### config.mk
export PLATFORM = sky130hd
export DESIGN_NAME = operand_issue_flat
export DESIGN_NICKNAME = d
export VERILOG_FILES = /design/src/rtl/risc_pkg.sv /design/src/rtl/operand_issue_if.sv /design/src/rtl/operand_issue_reg_file.sv /design/src/rtl/operand_issue.sv /design/src/flat_wrapper.sv
export SDC_FILE = /design/constraint.sdc
export NUM_CORES = 1
export LEC_CHECK = 0
export CORE_UTILIZATION = 60
export DETAILED_ROUTE_END_ITERATION = 16
export PLACE_DENSITY = 0.79
export REMOVE_ABC_BUFFERS = 1
export SYNTH_ARGS = -nofsm -noshare
export SYNTH_HDL_FRONTEND = slang
export SYNTH_SLANG_ARGS = --single-unit
### constraint.sdc
create_clock -name clk -period 45.6 [get_ports clk]
set_clock_uncertainty 0.1 [all_clocks]
set_input_delay 11.4 -clock clk [delete_from_list [all_inputs] [get_ports clk]]
set_output_delay 11.4 -clock clk [all_outputs]
set_load 0.02 [all_outputs]
### src/rtl/risc_pkg.sv
// Shared definitions for the execute-feed slice: datapath sizes, ALU opcodes
// and the issue-slot state encoding.
package risc_pkg;

    localparam int DW     = 32;
    localparam int NREG   = 16;
    localparam int IMMW   = 16;
    localparam int RIDX_W = $clog2(NREG);

    localparam logic [3:0] ALU_ADD = 4'd0;
    localparam logic [3:0] ALU_SUB = 4'd1;
    localparam logic [3:0] ALU_AND = 4'd2;
    localparam logic [3:0] ALU_EQ  = 4'd8;
    localparam logic [3:0] ALU_LT  = 4'd10;
    localparam logic [3:0] ALU_LE  = 4'd11;
    localparam logic [3:0] ALU_GT  = 4'd13;

    typedef enum logic {
        SLOT_EMPTY = 1'b0,
        SLOT_FULL  = 1'b1
    } slot_state_t;

endpackage

### src/rtl/operand_issue_if.sv
// Issue-side, ALU-side and writeback signals of the operand issue stage.
// The master drives decoded instructions, ALU ready and writebacks.
// The slave is the issue stage itself.
interface operand_issue_if #(
    parameter int DW   = risc_pkg::DW,
    parameter int IMMW = risc_pkg::IMMW
);
    import risc_pkg::*;

    logic                in_valid;
    logic                in_ready;
    logic [3:0]          in_oper;
    logic [RIDX_W-1:0]   in_rd;
    logic [RIDX_W-1:0]   in_rs1;
    logic [RIDX_W-1:0]   in_rs2;
    logic                in_use_imm;
    logic [IMMW-1:0]     in_imm;

    logic                out_valid;
    logic                out_ready;
    logic [DW-1:0]       out_a;
    logic [DW-1:0]       out_b;
    logic [3:0]          out_oper;
    logic [RIDX_W-1:0]   out_rd;

    logic                wb_en;
    logic [RIDX_W-1:0]   wb_rd;
    logic [DW-1:0]       wb_data;

    modport master (
        output in_valid, in_oper, in_rd, in_rs1, in_rs2, in_use_imm, in_imm,
        input  in_ready,
        input  out_valid, out_a, out_b, out_oper, out_rd,
        output out_ready,
        output wb_en, wb_rd, wb_data
    );

    modport slave (
        input  in_valid, in_oper, in_rd, in_rs1, in_rs2, in_use_imm, in_imm,
        output in_ready,
        output out_valid, out_a, out_b, out_oper, out_rd,
        input  out_ready,
        input  wb_en, wb_rd, wb_data
    );

endinterface

### src/rtl/operand_issue_reg_file.sv
// 2-read / 1-write register file. Reads are asynchronous, r0 always reads
// zero, and a same-cycle write to the addressed register is forwarded.
module reg_file_2r1w #(
    parameter int DW   = 32,
    parameter int NREG = 16,
    parameter int AW   = $clog2(NREG)
) (
    input  logic          clk,
    input  logic          rst,
    input  logic [AW-1:0] ra1_i,
    input  logic [AW-1:0] ra2_i,
    output logic [DW-1:0] rd1_o,
    output logic [DW-1:0] rd2_o,
    input  logic          we_i,
    input  logic [AW-1:0] wa_i,
    input  logic [DW-1:0] wd_i
);

    logic [DW-1:0] mem_q [NREG];

    // Storage: cleared on reset, written on the clock edge, r0 never written
    always_ff @(posedge clk or posedge rst) begin
        if (rst) begin
            for (int unsigned i = 0; i < NREG; i++) begin
                mem_q[i] <= '0;
            end
        end else if (we_i && wa_i != '0) begin
            mem_q[wa_i] <= wd_i;
        end
    end

    // Read ports: r0 forced to zero, otherwise writeback bypass ahead of storage
    always_comb begin
        rd1_o = mem_q[ra1_i];
        rd2_o = mem_q[ra2_i];
        if (ra1_i == '0) begin
            rd1_o = '0;
        end else if (we_i && wa_i == ra1_i) begin
            rd1_o = wd_i;
        end
        if (ra2_i == '0) begin
            rd2_o = '0;
        end else if (we_i && wa_i == ra2_i) begin
            rd2_o = wd_i;
        end
    end

endmodule

### src/rtl/operand_issue.sv
// Execute-feed stage: reads operands (with writeback bypass), selects the
// register or sign-extended immediate for B, stalls on RAW/WAW hazards via a
// per-register pending scoreboard, and holds the op in a one-entry ALU slot.
module operand_issue #(
    parameter int DW   = risc_pkg::DW,
    parameter int NREG = risc_pkg::NREG,
    parameter int IMMW = risc_pkg::IMMW
) (
    input  logic           clk,
    input  logic           rst,
    operand_issue_if.slave bus
);
    import risc_pkg::*;

    slot_state_t        state_q, state_d;
    logic [NREG-1:0]    pend_q, pend_d;
    logic [DW-1:0]      a_q, a_d;
    logic [DW-1:0]      b_q, b_d;
    logic [3:0]         oper_q, oper_d;
    logic [RIDX_W-1:0]  rd_q, rd_d;

    logic [DW-1:0]      rs1_val, rs2_val, b_sel;
    logic               busy_rs1, busy_rs2, busy_rd, hazard;
    logic               slot_free, accept, wb_clr;

    reg_file_2r1w #(
        .DW   (DW),
        .NREG (NREG),
        .AW   (RIDX_W)
    ) u_rf (
        .clk   (clk),
        .rst   (rst),
        .ra1_i (bus.in_rs1),
        .ra2_i (bus.in_rs2),
        .rd1_o (rs1_val),
        .rd2_o (rs2_val),
        .we_i  (bus.wb_en),
        .wa_i  (bus.wb_rd),
        .wd_i  (bus.wb_data)
    );

    // Hazard detection, handshake and operand B selection
    always_comb begin
        busy_rs1  = (bus.in_rs1 != '0) && pend_q[bus.in_rs1] &&
                    !(bus.wb_en && bus.wb_rd == bus.in_rs1);
        busy_rs2  = (bus.in_rs2 != '0) && pend_q[bus.in_rs2] &&
                    !(bus.wb_en && bus.wb_rd == bus.in_rs2);
        busy_rd   = (bus.in_rd != '0) && pend_q[bus.in_rd] &&
                    !(bus.wb_en && bus.wb_rd == bus.in_rd);
        hazard    = busy_rs1 || (!bus.in_use_imm && busy_rs2) || busy_rd;
        slot_free = (state_q == SLOT_EMPTY) || bus.out_ready;
        accept    = bus.in_valid && slot_free && !hazard;
        wb_clr    = bus.wb_en && bus.wb_rd != '0;
        b_sel     = bus.in_use_imm ? {{(DW-IMMW){bus.in_imm[IMMW-1]}}, bus.in_imm}
                                   : rs2_val;
    end

    assign bus.in_ready  = slot_free && !hazard;
    assign bus.out_valid = (state_q == SLOT_FULL);
    assign bus.out_a     = a_q;
    assign bus.out_b     = b_q;
    assign bus.out_oper  = oper_q;
    assign bus.out_rd    = rd_q;

    // Slot next state: fill on accept, drain on consume without refill
    always_comb begin
        state_d = state_q;
        case (state_q)
            SLOT_EMPTY: if (accept) state_d = SLOT_FULL;
            SLOT_FULL:  if (!accept && bus.out_ready) state_d = SLOT_EMPTY;
            default:    state_d = SLOT_EMPTY;
        endcase
    end

    // Slot payload and scoreboard next values; a set after the clear wins
    always_comb begin
        a_d    = a_q;
        b_d    = b_q;
        oper_d = oper_q;
        rd_d   = rd_q;
        pend_d = pend_q;
        if (wb_clr) begin
            pend_d[bus.wb_rd] = 1'b0;
        end
        if (accept) begin
            a_d    = rs1_val;
            b_d    = b_sel;
            oper_d = bus.in_oper;
            rd_d   = bus.in_rd;
            if (bus.in_rd != '0) begin
                pend_d[bus.in_rd] = 1'b1;
            end
        end
        pend_d[0] = 1'b0;
    end

    // State registers
    always_ff @(posedge clk or posedge rst) begin
        if (rst) begin
            state_q <= SLOT_EMPTY;
            pend_q  <= '0;
            a_q     <= '0;
            b_q     <= '0;
            oper_q  <= '0;
            rd_q    <= '0;
        end else begin
            state_q <= state_d;
            pend_q  <= pend_d;
            a_q     <= a_d;
            b_q     <= b_d;
            oper_q  <= oper_d;
            rd_q    <= rd_d;
        end
    end

endmodule
### src/flat_wrapper.sv
// flat-port wrapper written by rule: the top's interface ports become plain ports
module operand_issue_flat import risc_pkg::*;
#(
    parameter int DW   = risc_pkg::DW,
    parameter int NREG = risc_pkg::NREG,
    parameter int IMMW = risc_pkg::IMMW
)
  (clk, rst, bus_in_valid, bus_in_oper, bus_in_rd, bus_in_rs1, bus_in_rs2, bus_in_use_imm, bus_in_imm, bus_in_ready, bus_out_valid, bus_out_a, bus_out_b, bus_out_oper, bus_out_rd, bus_out_ready, bus_wb_en, bus_wb_rd, bus_wb_data);
  operand_issue_if #(.DW(DW), .IMMW(IMMW)) bus_i ();
  input  logic clk;
  input  logic rst;
  input wire logic [$bits(bus_i.in_valid)-1:0] bus_in_valid;
  input wire logic [$bits(bus_i.in_oper)-1:0] bus_in_oper;
  input wire logic [$bits(bus_i.in_rd)-1:0] bus_in_rd;
  input wire logic [$bits(bus_i.in_rs1)-1:0] bus_in_rs1;
  input wire logic [$bits(bus_i.in_rs2)-1:0] bus_in_rs2;
  input wire logic [$bits(bus_i.in_use_imm)-1:0] bus_in_use_imm;
  input wire logic [$bits(bus_i.in_imm)-1:0] bus_in_imm;
  output wire logic [$bits(bus_i.in_ready)-1:0] bus_in_ready;
  output wire logic [$bits(bus_i.out_valid)-1:0] bus_out_valid;
  output wire logic [$bits(bus_i.out_a)-1:0] bus_out_a;
  output wire logic [$bits(bus_i.out_b)-1:0] bus_out_b;
  output wire logic [$bits(bus_i.out_oper)-1:0] bus_out_oper;
  output wire logic [$bits(bus_i.out_rd)-1:0] bus_out_rd;
  input wire logic [$bits(bus_i.out_ready)-1:0] bus_out_ready;
  input wire logic [$bits(bus_i.wb_en)-1:0] bus_wb_en;
  input wire logic [$bits(bus_i.wb_rd)-1:0] bus_wb_rd;
  input wire logic [$bits(bus_i.wb_data)-1:0] bus_wb_data;
  assign bus_i.in_valid = bus_in_valid;
  assign bus_i.in_oper = bus_in_oper;
  assign bus_i.in_rd = bus_in_rd;
  assign bus_i.in_rs1 = bus_in_rs1;
  assign bus_i.in_rs2 = bus_in_rs2;
  assign bus_i.in_use_imm = bus_in_use_imm;
  assign bus_i.in_imm = bus_in_imm;
  assign bus_in_ready = bus_i.in_ready;
  assign bus_out_valid = bus_i.out_valid;
  assign bus_out_a = bus_i.out_a;
  assign bus_out_b = bus_i.out_b;
  assign bus_out_oper = bus_i.out_oper;
  assign bus_out_rd = bus_i.out_rd;
  assign bus_i.out_ready = bus_out_ready;
  assign bus_i.wb_en = bus_wb_en;
  assign bus_i.wb_rd = bus_wb_rd;
  assign bus_i.wb_data = bus_wb_data;
  operand_issue #(.DW(DW), .NREG(NREG), .IMMW(IMMW)) u_core (.clk(clk), .rst(rst), .bus(bus_i));
endmodule
# Yosys cells after proc, flatten, opt, wreduce, memory -nomap -nowiden
# Index checks and enable logic that the tools add are counted.
# op_classes
bitwise,7
n_reduce_logical,33
n_eq_ne,3
magnitude_cmp,10
n_mux,30
# op_table
op,count
bitwise mux 512 bit,1
2-to-1 mux 32 bit,10
binary-select mux 32 bit (select 4 bit),2
demux 32 bit (select 4 bit),1
2-to-1 mux 16 bit,3
"less-than comparator 4 x 5 -> 1 bit, second input constant",4
logical AND 1 bit,18
AND 16 bit,1
NOT 16 bit,1
bitwise OR 16 bit,1
nonzero test 4 bit,4
">= comparator 5 bit, second input constant",3
NOT 4 -> 5 bit,3
binary-select mux 1 bit (select 4 bit),3
== test 4 bit,3
demux 1 bit (select 4 bit),2
">= comparator 4 x 1 -> 1 bit, second input constant",2
logical NOT 4 bit,2
2-to-1 mux 1 bit,7
logical NOT 1 bit,6
"less-than comparator 5 x 1 -> 1 bit, second input constant",1
logical OR 1 bit,3
case mux 1 bit (2 select lines),1
NOT 1 bit,1
# totals
word_cells,105
out_inout_bits,74
regBits,600

# Depth between registers and ports, before layout
# Gate-level depths: netlist (run 1).
# depth
depth_word,13
mapped_depth,10

# Hierarchy
# A second synthesis (run 1) with hierarchy kept.
# hier_totals
cells_unflattened,2164
area_unflattened_um2,33071.7
# modules_own_cells
mod,instances,cells_per_inst,seq_area_each_um2,area_per_inst_um2
reg_file_2r1w,1,1808,12812.3,28282.1
operand_issue,1,356,2202.1,4789.6

# Worst setup path before layout (run 1)
# Ideal clock, no wire load.
# synth_timing
kind,input -> output
from,input port bus_in_rs2[0]
to,output port bus_in_ready
required_time_ps,34100
setup_slack_ps,21140
n_path_buf,1
cell_stages,6
t_arrival_ps,12960
cell_sequence,buf_6 mux4_2 nand2b_1 a21oi_1 a2111oi_2 nor3_2
# synth_via
elab_chain_cells,9
elab_cells_between_ends,13
cone_classes,1 x eq/ne; 2 x mux; 10 x reduce/logical
# synth_lines
item,line_no,source
start: declaration,flat_wrapper.sv:16,input wire logic [$bits(bus_i.in_rs2)-1:0] bus_in_rs2;
binary-select mux 1 bit (select 4 bit) or == test 4 bit (tied branches),"operand_issue.sv:46, operand_issue.sv:47",
2-to-1 mux 1 bit (implied by the code) or logical AND 1 bit (tied branches),"operand_issue.sv:46, operand_issue.sv:47",
logical AND 1 bit or logical NOT 1 bit (tied branches),"operand_issue.sv:46, operand_issue.sv:47",
logical AND 1 bit (*),operand_issue.sv:46,busy_rs2 = (bus.in_rs2 != '0) && pend_q[bus.in_rs2] &&
logical AND 1 bit (*),operand_issue.sv:50,hazard = busy_rs1 || (!bus.in_use_imm && busy_rs2) || busy_rd;
logical OR 1 bit (*) (2 in a row),operand_issue.sv:50,
logical NOT 1 bit (*),operand_issue.sv:58,assign bus.in_ready = slot_free && !hazard;
logical AND 1 bit (*),operand_issue.sv:58,
end: declaration,flat_wrapper.sv:19,output wire logic [$bits(bus_i.in_ready)-1:0] bus_in_ready;
# Mark *: on every way between the ends. The rest lies on a longest branch, timed or not. The select of a mux whose other input is x is not followed.

# Worst setup path in the final report (run 1)
# layout_timing
from,input port bus_in_rs2[2]
to,output port bus_in_ready
# The elaborated chain is that of the path after synthesis.

==> results of run 1 <==
final cells by class:
cell class                 count  area, sq um  area share, %
antenna                        1        2.502       0.007077
timing repair buffer         193         1808          5.113
tap                          680        850.8          2.406
inverter                      27        108.9         0.3078
clock inverter                10        75.07         0.2123
multi-input combinational   1217        15380          43.49
sequential                   600        15010          42.46
clock buffer                 107         2125          6.008
power by group:
group,internal [uW],switching [uW]
Sequential,667,95.0
Clock,324,215
Combinational,275,186
path summary, 6_finish.rpt:
| path | from | endpoint | slack, ps |
|---|---|---|---|
| max in group asynchronous | rst | u_core.u_rf.mem_q[306] | 31700 |
| setup / recovery | bus_in_rs2[2] | bus_in_ready | 19570 |
| setup reg to reg | u_core.pend_q[7] | u_core.bus.out_b[16] | 42380 |
| hold reg to reg | u_core.u_rf.mem_q[480] | u_core.u_rf.mem_q[480] | 290 |
| hold / removal | u_core.u_rf.mem_q[480] | u_core.u_rf.mem_q[480] | 290 |
| min in group asynchronous | rst | u_core.bus.out_b[6] | 11240 |
layout by cell type, fill, tap and decap left out, drive strengths merged, types with 2 or more instances in the layout:
master / Yosys / final
a22o: 2 / 2
a2111oi: 2 / 2
mux4: 293 / 293
or3: 3 / 3
clkbuf: 181 / 108
inv: 26 / 26
nand2b: 8 / 8
clkdlybuf4s50: 0 / 139
a311o: 32 / 32
xnor2: 3 / 3
dfrtp: 600 / 600
mux2i: 26 / 26
nand3b: 2 / 2
nor3: 7 / 7
mux2: 540 / 540
nand2: 105 / 105
o22ai: 2 / 2
nor3b: 2 / 2
a211oi: 34 / 34
a32o: 12 / 12
a31o: 2 / 2
a221o: 18 / 18
nor2: 14 / 14
and2: 33 / 33
clkinv: 1 / 10
and3: 3 / 3
xor2: 9 / 9
nor2b: 7 / 7
nor4: 6 / 6
a21oi: 33 / 33
a222oi: 15 / 15
buf: 62 / 53
metal layers:
layer  routed length (um)  part of all wire (%)  track usage, %  vias to the layer above
li1                     -                     -               -                     8041
met1                34500                    41           46.99                    10800
met2                40150                    48           51.10                      966
met3                 6514                   7.7           6.139                      201
met4                 2947                   3.5           11.11                        2
met5                   13                 0.015               0                        -
worst max-delay path, delay by kind of cell:
kind                   cells  cell delay [ps]
multiplexers               1              420
AO/OA/AOI/OAI              3              620
AND/OR/NAND/NOR            1              580
buffers and inverters      3             1480
per-stage QoR:
| stage | cell area (sq um) | util [%] |
|---|---|---|
| final | 35360 | 68.65 |
| after global placement | 33160 | 64.38 |
| after floorplan | 30370 | - |
| after global routing | 35360 | 68.65 |
| after CTS | 35360 | 68.65 |
| after detailed placement | 33160 | 64.38 |
flip-flops by register name, summed over array words and instances (netlist names):
| name | cells |
|---|---|
| u_core.bus.out_oper | 4 |
| u_core.pend_q | 15 |
| u_core.bus.out_rd | 4 |
| u_core.u_rf.mem_q | 512 |
| u_core.bus.out_a | 32 |
| u_core.bus.out_b | 32 |
| u_core.bus.out_valid | 1 |
cells by family (layout without fill, tap and decap cells):
group                  after synthesis  count (layout)  synth area share (%)
AND/OR/NAND/NOR                    193             193                 2.955
buffers and inverters              270             337                 3.782
XOR/XNOR                            12              12                0.3341
other                                0               1                     0
AO/OA/AOI/OAI                      153             153                 4.037
multiplexers                       859             859                 41.17
flip-flops                         600             600                 47.73
==> results_dict.tcl, run 1 <==
set metrics [dict create \
    outcome "complete, no violations" \
    grt_max_degree 129 \
    fp-row-count 83 \
    grt_first_pass_wirelength_mm 130.7 \
    drv_slew 0 \
    hold_viol 0 \
    drtAntennaViolNets 0 \
    cts_tree "done" \
    min_period_over_period_pct 57.09 \
    finalWirelength_mm 84.12 \
    cts_root_buf "clkbuf_16" \
    clkTransAtPathRegs_ps 60 \
    holdWs_ps 294.7 \
    cts_sinks 600 \
    place_ws_ps 19640 \
    drt-initial-drc-count 2452 \
    peakVddDrop_v 0.00003934 \
    setup-tns-final_ps 0 \
    holdCritPathClass "flip-flop to flip-flop" \
    num_vias 20010 \
    cts_setup_buffers 0 \
    place_inst 2717 \
    avgSynthCellArea_sq_um 15.07 \
    routed_via_density 7.058 \
    power.density_nw_per_um2 49.83 \
    setup_violations 0 \
    htree_levels 3 \
    worst_pin_slew_ps 1107 \
    grt_pass1_vias 20880 \
    gp_congestion 0.8695 \
    first_pass_iters 5 \
    fin_ws_ps 19570 \
    synth_edf_count 0 \
    drc 0 \
    rsz0062_at_grt "no" \
    clock.fmax_mhz 38.42 \
    period_needed_ps 26030 \
    ys_warn_count 0 \
    slew_headroom_pct 26.22 \
    synth_area_leaders "dfrtp_1 48%, mux4_2 21%, mux2_2 18%" \
    power_uw 1762 \
    synthDistinctLibCells 48 \
    crit_path_cell_trace "buf_2 > buf_4 > mux2_2 > a221o_1 > a21oi_1 > a2111oi_2 > nor3_2 > clkdlybuf4s50_1" \
    path_max_fanout 38 \
    arrival_ps 14530 \
    drv_cap 0 \
    areaGrowthSynthToFinish_pct 12.40 \
    initial_core_util_pct 61.08 \
    cp_slowest_cell "clkdlybuf4s50_1" \
    async_flop_share_pct 100.0 \
    dieHeight_um 231.0 \
    synthCells 2087 \
    core_area_sq_um 51510 \
    ys_ff_latch 600 \
    clock_tree.buffer_depth 3 \
    die_area_sq_um 53350 \
    grt_overflow 0 \
    leakagePower_uw 0.01444 \
    die_x_um 231.0 \
    yosysTopAreaCellShare_pct 47.73 \
    numPortBuffers 147 \
    synth_ff_type "dfrtp_1" \
    syn-cell-area_sq_um 31460 \
    grt_antenna_before_repair 2 \
    track_usage_pct 32.83 \
    fillers 3487 \
    yosysTopAreaCell "dfrtp_1" \
    hold_buffers 0 \
    whs_path_depth 0 \
    clkLatencyLatePin_ps 600 \
    worstSetupEndpointType "primary output" \
    wl_per_cell_um 29.67 \
    synthTopCellsByCount "600 x dfrtp_1, 496 x mux2_2, 292 x mux4_2, 180 x clkbuf_1, 105 x nand2_1" \
    startpoint_type "primary input" \
    cp_slowest_stage_delay_ps 720 \
    required_ps 34100 \
    cts_made_buffers 67 \
    fin_nets 2180 \
    fin_cells 2835 \
    post_cts_resized 0 \
    reg2reg_depth 7 \
    place_hpwl_mm 44.90 \
    yosysMostFrequentCell "dfrtp_1" \
    drive_gt1_share_pct 45.03 \
    synth-seq-area-share_pct 47.73 \
    critical_path_class "primary input to primary output" \
    ioPinCount 148 \
]
(Power assumes the default switching activity.)
==> run 2, diff against run 1 <==
- clock period: 45.6 -> 26.4 ns (I/O delays scaled with it)
==> run 2 against run 1 <==
Effect of this change: core utilization is essentially flat; total power grew 73%; sequential cell count is the same; sequential power grew 73%; register-to-register slack lost 20000 ps; critical endpoint unchanged.
==> results_dict.tcl, run 2 (synthesis results as in run 1) <==
set metrics [dict create \
    core_area_sq_um 51510 \
    r2r_start "u_core.pend_q[3]" \
    drv_cap 0 \
    cts_sinks 600 \
    grt_overflow 0 \
    min_period_over_period_pct 63.05 \
    fillers 3482 \
    crit_path_cell_trace "buf_2 > buf_4 > nand2b_1 > o22ai_1 > a2111oi_0 > a211oi_1 > nor3_2 > clkdlybuf4s50_1" \
    cp_slowest_stage_delay_ps 770 \
    peakVddDrop_v 0.00004982 \
    cp_slowest_cell "buf_4" \
    drt-initial-drc-count 2026 \
    power.density_nw_per_um2 86.33 \
    hold_buffers 0 \
    startpoint_type "primary input" \
    multi_input_area_sq_um 15370 \
    seqCellArea_sq_um 15010 \
    fp-row-count 83 \
    gp_congestion 0.8605 \
    drv_slew 0 \
    clockPowerShare_pct 30.8 \
    clock.fmax_mhz 60.08 \
    place_hpwl_mm 45.38 \
    critical_path_class "primary input to primary output" \
    dieHeight_um 231.0 \
    die_x_um 231.0 \
    grt_pass1_vias 21100 \
    reg2reg_depth 8 \
    num_vias 19830 \
    share_comb_of_total_power_pct 26.0 \
    numPortBuffers 147 \
    setup-tns-final_ps 0 \
    leakagePower_uw 0.01444 \
    top_layer "met4" \
    layout_common_cells "600 x dfrtp_1, 496 x mux2_2, 292 x mux4_2, 139 x clkdlybuf4s50_1, 105 x nand2_1" \
    slew_headroom_pct 30.01 \
    worst-path-buf-inv 3 \
    clkTransAtPathRegs_ps 60 \
    fin_nets 2181 \
    grt_first_pass_wirelength_mm 129.9 \
    worstHoldStart "u_core.u_rf.mem_q[493]" \
    drc 0 \
    met1_length_mm 33.65 \
    htree_levels 3 \
    post-route-util_pct 68.69 \
    whs_path_depth 0 \
    routed_via_density 6.997 \
    wl_met3_mm 6.934 \
    holdCritPathClass "flip-flop to flip-flop" \
    drtAntennaViolNets 0 \
    r2r_end "u_core.bus.out_b[16]" \
    seqPwrFrac_pct 43.1 \
    min_to "u_core.u_rf.mem_q[493]" \
    cts_setup_buffers 0 \
    clock_tree.buffer_depth 3 \
    cts_root_buf "clkbuf_16" \
    required_ps 19700 \
    cts_tree "done" \
    track_usage_pct 32.69 \
    ioPinCount 148 \
    drive_gt1_share_pct 45.17 \
    worst_pin_slew_ps 1050 \
    worstSetupEndpointType "primary output" \
    grt_antenna_before_repair 0 \
    clkLatencyLatePin_ps 600 \
    cts_made_buffers 67 \
    areaGrowthSynthToFinish_pct 12.46 \
    setup_violations 0 \
    arrival_ps 9950 \
    internal-power_uw 2193 \
    post_cts_resized 0 \
    initial_core_util_pct 61.08 \
    wl_per_cell_um 29.52 \
    power_switching_uw 861.3 \
    grt_max_degree 125 \
    rsz0062_at_grt "no" \
    largest_reg_flops 512 \
    period_needed_ps 16650 \
    first_pass_iters 5 \
    ff2ff_setup_slack_ps 22840 \
    die_area_sq_um 53350 \
    finalWirelength_mm 83.67 \
    layout_commonest_cell "dfrtp_1" \
    outcome "complete, no violations" \
    p_sw_share_pct 28.20 \
    hold_viol 0 \
    top_register "u_core.u_rf.mem_q" \
    path_max_fanout 58 \
    route.met2.wl_mm 39.88 \
    antennaDiodeCount 0 \
    crit_family "buffers and inverters" \
]
==> run 2: worst max path at each step <==
stage             startpoint                  end  depth (start not counted)
2_1_floorplan            rst  u_core.bus.out_a[0]                          1
3_3_place_gp   bus_in_rs1[2]         bus_in_ready                          8
3_5_place_dp   bus_in_rs1[2]         bus_in_ready                          8
4_1_cts        bus_in_rs1[2]         bus_in_ready                          8
5_1_grt        bus_in_rs1[2]         bus_in_ready                          8
6_report       bus_in_rs1[2]         bus_in_ready                          8
==> run 2: layout make-up <==
class | instances | area share, %
multi-input cells | 1217 | 43.45
clock inverters | 11 | 0.3218
clock buffers | 105 | 5.948
well taps | 680 | 2.405
flip-flops and latches | 600 | 42.44
inverters | 27 | 0.3077
repair buffers | 194 | 5.131
==> run 2: per-stage QoR <==
step / hold WS (ps) / setup slack, ps / std cells / power (uW) / area, sq um
6_report: 293.8 / 9754 / 2834 / 3054 / 35380
5_1_grt: 304.7 / 9644 / 2834 / 3181 / 35380
4_1_cts: 296.9 / 9832 / 2834 / 3065 / 35380
3_5_place_dp: 282.3 / 9843 / 2718 / 2120 / 33160
3_3_place_gp: 276.3 / 9955 / 2718 / 2075 / 33160
2_1_floorplan: 265.3 / 2905 / 1844 / 1816 / 30370
==> run 2: power groups by stage <==
stage | combinational [uW] | clock [uW] | sequential (uW)
3_3_place_gp | 776 | 0 | 1300
4_1_cts | 800 | 952 | 1310
2_1_floorplan | 474 | 0 | 1340
5_1_grt | 846 | 989 | 1350
3_5_place_dp | 794 | 0 | 1330
6_report | 795 | 941 | 1320
==> run 2: per-layer routing <==
| layer | vias to the layer above | global-route usage (%) |
|---|---|---|
| met4 | 0 | 12.31 |
| met3 | 221 | 6.966 |
| met1 | 10600 | 45.48 |
| met5 | - | 0 |
| li1 | 8044 | - |
| met2 | 966 | 51.09 |
